### src/rtl/planificador_rr.sv
`default_nettype none
// ============================================================================
// Module      : planificador_rr
// Description : Weighted round-robin pop scheduler for four input VC FIFOs.
//               Pops at most one FIFO per cycle and pushes the popped word one
//               cycle later into the output FIFO selected by its dest field.
//               All popping stalls while any output FIFO is almost full.
//               Optional macro STATS_EN adds per-queue wrapping pop counters
//               on port pop_cnt.
// Revision    : 1.0 - initial release
// ============================================================================
module planificador_rr #(
    parameter int WEIGHT = 4,   // pops granted per turn, 1..15
    parameter int CW     = 4,   // credit counter width, must hold WEIGHT
    parameter int STAT_W = 16   // width of each pop counter
) (
    input  logic                clk,
    input  logic                reset,
    input  logic [3:0]          empty,
    input  logic [3:0]          aempty,
    input  logic [3:0]          afull,
    input  logic [1:0]          dest,
    output logic [3:0]          pop,
    output logic [3:0]          push,
    output logic [1:0]          sel,
    output logic                busy
`ifdef STATS_EN
    ,
    output logic [4*STAT_W-1:0] pop_cnt
`endif
);

    localparam logic [1:0]    S_IDLE   = 2'd0;
    localparam logic [1:0]    S_SERVE  = 2'd1;
    localparam logic [1:0]    S_STALL  = 2'd2;
    localparam logic [CW-1:0] C_WEIGHT = CW'(WEIGHT);

    logic [1:0]    state_q,  state_d;
    logic [1:0]    rr_ptr_q, rr_ptr_d;   // scan start; set to g+1 whenever g is granted
    logic [1:0]    g_q,      g_d;        // currently granted queue
    logic [CW-1:0] credit_q, credit_d;   // pops left in the current turn
    logic [3:0]    pop_q,    pop_d;
    logic          valid_d1_q;           // a word was popped in the previous cycle
    logic [1:0]    sel_q;

    logic          w_any_afull;
    logic [3:0]    w_elig;
    logic          w_scan_hit;
    logic [1:0]    w_scan_idx;
    logic [CW-1:0] w_credit_after;
    logic          w_rotate;

    assign w_any_afull = |afull;

    // A queue being popped right now with at most one word may be empty after
    // this pop, so it cannot be popped again back-to-back.
    assign w_elig = ~empty & ~(pop_q & aempty);

    // The pop currently on the bus consumes one credit.
    assign w_credit_after = (|pop_q) ? (credit_q - CW'(1)) : credit_q;

    // First eligible queue scanning rr_ptr, rr_ptr+1, ... (mod 4).
    always_comb begin
        w_scan_hit = 1'b0;
        w_scan_idx = rr_ptr_q;
        for (int k = 3; k >= 0; k--) begin
            if (w_elig[rr_ptr_q + 2'(k)]) begin
                w_scan_hit = 1'b1;
                w_scan_idx = rr_ptr_q + 2'(k);
            end
        end
    end

    // Grant/credit state machine; decides the registered pop for next cycle.
    always_comb begin
        state_d  = state_q;
        rr_ptr_d = rr_ptr_q;
        g_d      = g_q;
        credit_d = credit_q;
        pop_d    = 4'b0000;
        w_rotate = 1'b0;
        case (state_q)
            S_IDLE: begin
                w_rotate = !w_any_afull;
            end
            S_SERVE: begin
                credit_d = w_credit_after;
                if (w_any_afull) begin
                    state_d = S_STALL;
                end else if ((w_credit_after == '0) || empty[g_q]) begin
                    w_rotate = 1'b1;
                end else if (w_elig[g_q]) begin
                    pop_d[g_q] = 1'b1;
                end
                // otherwise: one idle cycle, empty[g] is re-checked next cycle
            end
            S_STALL: begin
                if (!w_any_afull) begin
                    if ((credit_q == '0) || empty[g_q]) begin
                        w_rotate = 1'b1;
                    end else begin
                        pop_d[g_q] = 1'b1;
                        state_d    = S_SERVE;
                    end
                end
            end
            default: begin
                state_d = S_IDLE;
            end
        endcase
        // New turn: a queue that ran dry forfeits whatever credit it had left.
        if (w_rotate) begin
            if (w_scan_hit) begin
                g_d               = w_scan_idx;
                rr_ptr_d          = w_scan_idx + 2'd1;
                credit_d          = C_WEIGHT;
                pop_d[w_scan_idx] = 1'b1;
                state_d           = S_SERVE;
            end else begin
                state_d = S_IDLE;
            end
        end
    end

    // Scheduler state, registered pop and the one-cycle pop->push pipeline.
    always_ff @(posedge clk) begin
        if (reset) begin
            state_q    <= S_IDLE;
            rr_ptr_q   <= 2'd0;
            g_q        <= 2'd0;
            credit_q   <= '0;
            pop_q      <= 4'b0000;
            valid_d1_q <= 1'b0;
            sel_q      <= 2'd0;
        end else begin
            state_q    <= state_d;
            rr_ptr_q   <= rr_ptr_d;
            g_q        <= g_d;
            credit_q   <= credit_d;
            pop_q      <= pop_d;
            valid_d1_q <= |pop_q;
            if (|pop_q) begin
                sel_q <= {pop_q[3] | pop_q[2], pop_q[3] | pop_q[1]};
            end
        end
    end

    assign pop  = pop_q;
    assign sel  = sel_q;
    assign busy = (state_q != S_IDLE);
    // Push follows dest combinationally; an in-flight word is dropped by reset.
    assign push = (valid_d1_q && !reset) ? (4'b0001 << dest) : 4'b0000;

`ifdef STATS_EN
    for (genvar i = 0; i < 4; i++) begin : g_stats
        logic [STAT_W-1:0] cnt_q;
        // Free-running per-queue pop counter, wraps naturally.
        always_ff @(posedge clk) begin
            if (reset) begin
                cnt_q <= '0;
            end else if (pop_q[i]) begin
                cnt_q <= cnt_q + STAT_W'(1);
            end
        end
        assign pop_cnt[i*STAT_W +: STAT_W] = cnt_q;
    end
`endif

endmodule
`default_nettype wire

### config.mk
export PLATFORM = sky130hd
export DESIGN_NAME = planificador_rr
export DESIGN_NICKNAME = d
export VERILOG_FILES = /design/src/rtl/planificador_rr.sv
export SDC_FILE = /design/constraint.sdc
export NUM_CORES = 1
export LEC_CHECK = 0
export ABC_CLOCK_PERIOD_IN_PS = 2800
export BUFFER_PORTS_ARGS = -buffer_cell sky130_fd_sc_hd__clkbuf_2
export CORE_ASPECT_RATIO = 0.75
export CORE_MARGIN = 1.5
export CORE_UTILIZATION = 35
export DETAILED_ROUTE_END_ITERATION = 16
export PLACE_DENSITY = 0.59
export REMOVE_ABC_BUFFERS = 1
export SKIP_LAST_GASP = 1
export SYNTH_ARGS = -nofsm -noshare
export SYNTH_HDL_FRONTEND = slang
export SYNTH_SLANG_ARGS = --single-unit
### constraint.sdc
create_clock -name clk -period 2.8 [get_ports clk]
set_clock_uncertainty 0.15 [all_clocks]
set_input_delay 0.56 -clock clk [delete_from_list [all_inputs] [get_ports clk]]
set_output_delay 0.56 -clock clk [all_outputs]
set_load 0.02 [all_outputs]
==> impl_summary.txt <==
----------------------------------------------------
[STA]
  Setup-failing EPs final ... 0
  Final Hold Vio Count ... 0
  Period Utilization, post-route ... 85.0%
  Minimum period implied by the final worst setup slack ... 2.38 ns
  Worst hold slack ... 0.356 ns
  Final sum of negative setup slack ... 0 ns
  Minimum setup slack in the final design ... 0.421 ns
  Max_slew headroom ... 65.4%
  Least-Margin Pin Slew ... 0.517 ns
  Unrepaired setup endpoints after global routing ... no
  Final Max Tran Viols ... 0
  F_max ... 420 MHz

[Drt]
  1st-pass router iterations ... 4
  WL per Instance ... 13.3 um
  Total wire length ... 2910 um
  DRT antenna net count ... 0
  Routed vias ... 1171
  Number of design rule violations left after detail routing ... 0
  Post-detailed-route via-to-cell ratio ... 5.37
  Number of DRC markers in iteration 0 ... 40

[Clocking]
  Number of buffers added for setup after CTS ... 0
  Number of H-tree levels ... 1
  CTS max path bufs ... 2
  TritonCTS buffer count ... 3
  Clock insertion delay at the later pin of the skew report ... 0.25 ns
  Clock tree root buffer cell ... sky130_fd_sc_hd__clkbuf_8
  PostCTS Resize Cnt ... 0
  Clock transition at the register clock pins on the worst setup and hold paths after CTS ... 0.06 ns
  Clock tree sinks ... 17
  Number of hold-repair buffers added at the cts stage ... 0
  TritonCTS clock tree ... done

[Floorplanning]
  Starting utilization of the core area ... 37.3%
  Top-level port count ... 27
  Die area ... 3950 um2
  Core Rows ... 18
  Area inside the core boundary ... 3360 um2
  Width of the chip ... 72.0 um
  Die height ... 54.8 um

[Synth]
  Syn Area/Cell ... 8.51 um2
  Leading cell types by count after synthesis ... 17 x sky130_fd_sc_hd__dfxtp_1, 14 x sky130_fd_sc_hd__inv_1, 14 x sky130_fd_sc_hd__nor2_1, 11 x sky130_fd_sc_hd__ha_1, 11 x sky130_fd_sc_hd__nand2_1
  Share of Yosys cell area claimed by the top area cell type ... 27.2%
  Synthesis-stage register bit count ... 17
  Post-synth EDFFs ... 0
  Combinational family with the most area after synthesis ... simple AND/OR/NAND/NOR gates
  Share of synthesized flip-flops with an asynchronous set or reset ... 0%
  Largest area contributor in the netlist ... sky130_fd_sc_hd__dfxtp_1
  Dominant register cell in the synthesized netlist ... sky130_fd_sc_hd__dfxtp_1
  Top-count cell post-synth ... sky130_fd_sc_hd__dfxtp_1
  Netlist Area Pre-Place ... 1250 um2
  Post-synthesis share of cell area spent on full adders, half adders and majority gates ... 11.0%
  Number of distinct library cells after synthesis ... 44
  Count of warnings emitted by yosys ... 0
  Area share of xor/xnor cells in the synthesized design ... 2.80%
  Portion of the post-synthesis area used by sequential elements ... 27.2%
  Leading post-synthesis cells by cell area ... sky130_fd_sc_hd__dfxtp_1 27%, sky130_fd_sc_hd__ha_1 11%, sky130_fd_sc_hd__inv_1 4.2%
  Proportion of synthesized area in mux cells ... 10.6%
  Basic-gate share of the synthesized area counting and, or, nand and nor cells ... 21.9%
  Synthesized instance count ... 147
  Post-synthesis compound-gate area fraction ... 20.4%

[Global routing]
  Busiest grt layer ... met2
  Maximum number of pins on one net before global-route repair ... 18
  Vias in the first global route ... 1037
  Global-route track usage on met2 ... 26.1%
  Number of antenna violations at the first check in global routing ... 0
  Global-route total usage across every layer ... 15.4%
  Wire length of the first global-routing pass ... 4590 um
  Remaining global-route overflow ... 0
  Global Route met3 Usage ... 4.79%
  Met1 demand-to-capacity share in global routing ... 19.3%

[Placed design]
  Detailed placer's ending HPWL ... 2360 um
  Placer's final routability congestion estimate ... 0.817
  # placed instances ... 214
  Post-place instance area ... 1450 um2
  Buffers added on ports ... 26
  Post-Place Setup Slack ... 0.199 ns

[Cells and area]
  Final core utilization ... 44.4%
  Synthesis-to-layout area growth ... 19.1%
  Final Net Count ... 206
  Non-filler cells, final ... 218
  Count of inserted antenna diode cells ... 0
  Fill count ... 330
  Final design instance area without fill ... 1490 um2
  Layout cell share with drive strength beyond 1 ... 22.5%

[Setup path]
  Max Fanout on Critical Path ... 6
  Cell-by-cell listing of the critical path ... inv_1 -> ha_1 -> xor2_1 -> nor3_1 -> o21ai_1 -> a21boi_2 -> mux2_2
  Kind of launch point of the worst setup path ... flop
  Category of the most critical setup path ... flop to flop
  Data required time at the worst endpoint ... 2.79 ns
  Peak per-stage delay on the critical path ... 0.42 ns
  Data arrival time of the worst path ... 2.37 ns
  Cell with the largest stage delay on the worst path ... sky130_fd_sc_hd__dfxtp_1
  Depth of the worst register-to-register path ... 7
  Endpoint class of the critical path ... flop

[Min path]
  Worst min-delay path class ... flop to flop
  Hold Crit Depth ... 2

[Power]
  Power Dens Cells ... 343 nW/um2
  Leakage power ... 0.631 nW
  Final total power ... 0.511 mW
  Peak supply drop ... 0.000169 V

[Flow run]
  Max-cap viol count ... 0

[Status]
  Outcome ... finished, final reports clean

----------------------------------------------------
area by class of cell:
| cell class | count | area (um2) | area share, % |
|---|---|---|---|
| flip-flops and latches | 17 | 340 | 22.8 |
| inverters | 14 | 52.6 | 3.53 |
| repair buffers | 31 | 168 | 11.3 |
| clock buffers | 4 | 45.0 | 3.02 |
| well taps | 40 | 50.0 | 3.36 |
| multi-input cells | 112 | 835 | 56.0 |
worst paths after layout:
check | slack (ns) | to | from
hold reg to reg | 0.36 | sel[1] | sel[1]
setup reg to reg | 0.42 | g_q[1] | credit_q[0]
setup / recovery | 0.42 | g_q[1] | credit_q[0]
hold / removal | 0.36 | sel[1] | sel[1]
cell families (layout without fill, tap and decap cells):
| group | Yosys count | in the layout |
|---|---|---|
| AND/OR/NAND/NOR | 51 | 51 |
| buffers and inverters | 18 | 49 |
| adder cells (fa/ha/maj) | 11 | 11 |
| multiplexers | 10 | 10 |
| flip-flops | 17 | 17 |
| AO/OA/AOI/OAI | 36 | 36 |
| XOR/XNOR | 4 | 4 |
cell usage in the layout (no fill, tap or decap), types with 3 or more instances in the layout:
| cell | netlist | final |
|---|---|---|
| sky130_fd_sc_hd__o221ai_1 | 3 | 3 |
| sky130_fd_sc_hd__a21oi_1 | 8 | 8 |
| sky130_fd_sc_hd__nor4_1 | 3 | 3 |
| sky130_fd_sc_hd__nor2_1 | 14 | 14 |
| sky130_fd_sc_hd__nand2_1 | 11 | 11 |
| sky130_fd_sc_hd__buf_4 | 0 | 5 |
| sky130_fd_sc_hd__dfxtp_1 | 17 | 17 |
| sky130_fd_sc_hd__clkbuf_8 | 0 | 3 |
| sky130_fd_sc_hd__inv_1 | 14 | 14 |
| sky130_fd_sc_hd__clkbuf_2 | 0 | 26 |
| sky130_fd_sc_hd__o21ai_0 | 4 | 4 |
| sky130_fd_sc_hd__nor3_1 | 7 | 7 |
| sky130_fd_sc_hd__nor2b_1 | 3 | 3 |
| sky130_fd_sc_hd__o32ai_1 | 3 | 3 |
| sky130_fd_sc_hd__a211oi_1 | 4 | 4 |
| sky130_fd_sc_hd__mux2i_1 | 5 | 5 |
| sky130_fd_sc_hd__ha_1 | 11 | 11 |
registers in the layout, summed over array words and instances (netlist names):
name / count
rr_ptr_q: 2
pop: 4
credit_q: 4
g_q: 2
state_q: 2
valid_d1_q: 1
sel: 2
where the power goes:
part	leakage [nW]	switching [mW]	internal, mW
registers	0.137	0.00498	0.245
clock network	0.0228	0.0812	0.101
logic	0.471	0.0448	0.0338
critical path: cells and delay by family (launching register included):
family                     cells  cell delay (ns)
AOI/OAI and AO/OA              2             0.50
DFF                            1             0.42
muxes                          1             0.37
and+or+nand+nor                1             0.34
adders and majority gates      1             0.24
xor gates and xnor gates       1             0.14
buffers and inverters          1             0.10
per-layer routing:
metal | routed length [um] | share of wire, %
met1 | 1400 | 48
met2 | 1390 | 48
met3 | 109 | 3.8
met4 | 4 | 0.14
met5 | 0 | 0
Power figures use the tool's default switching activity.
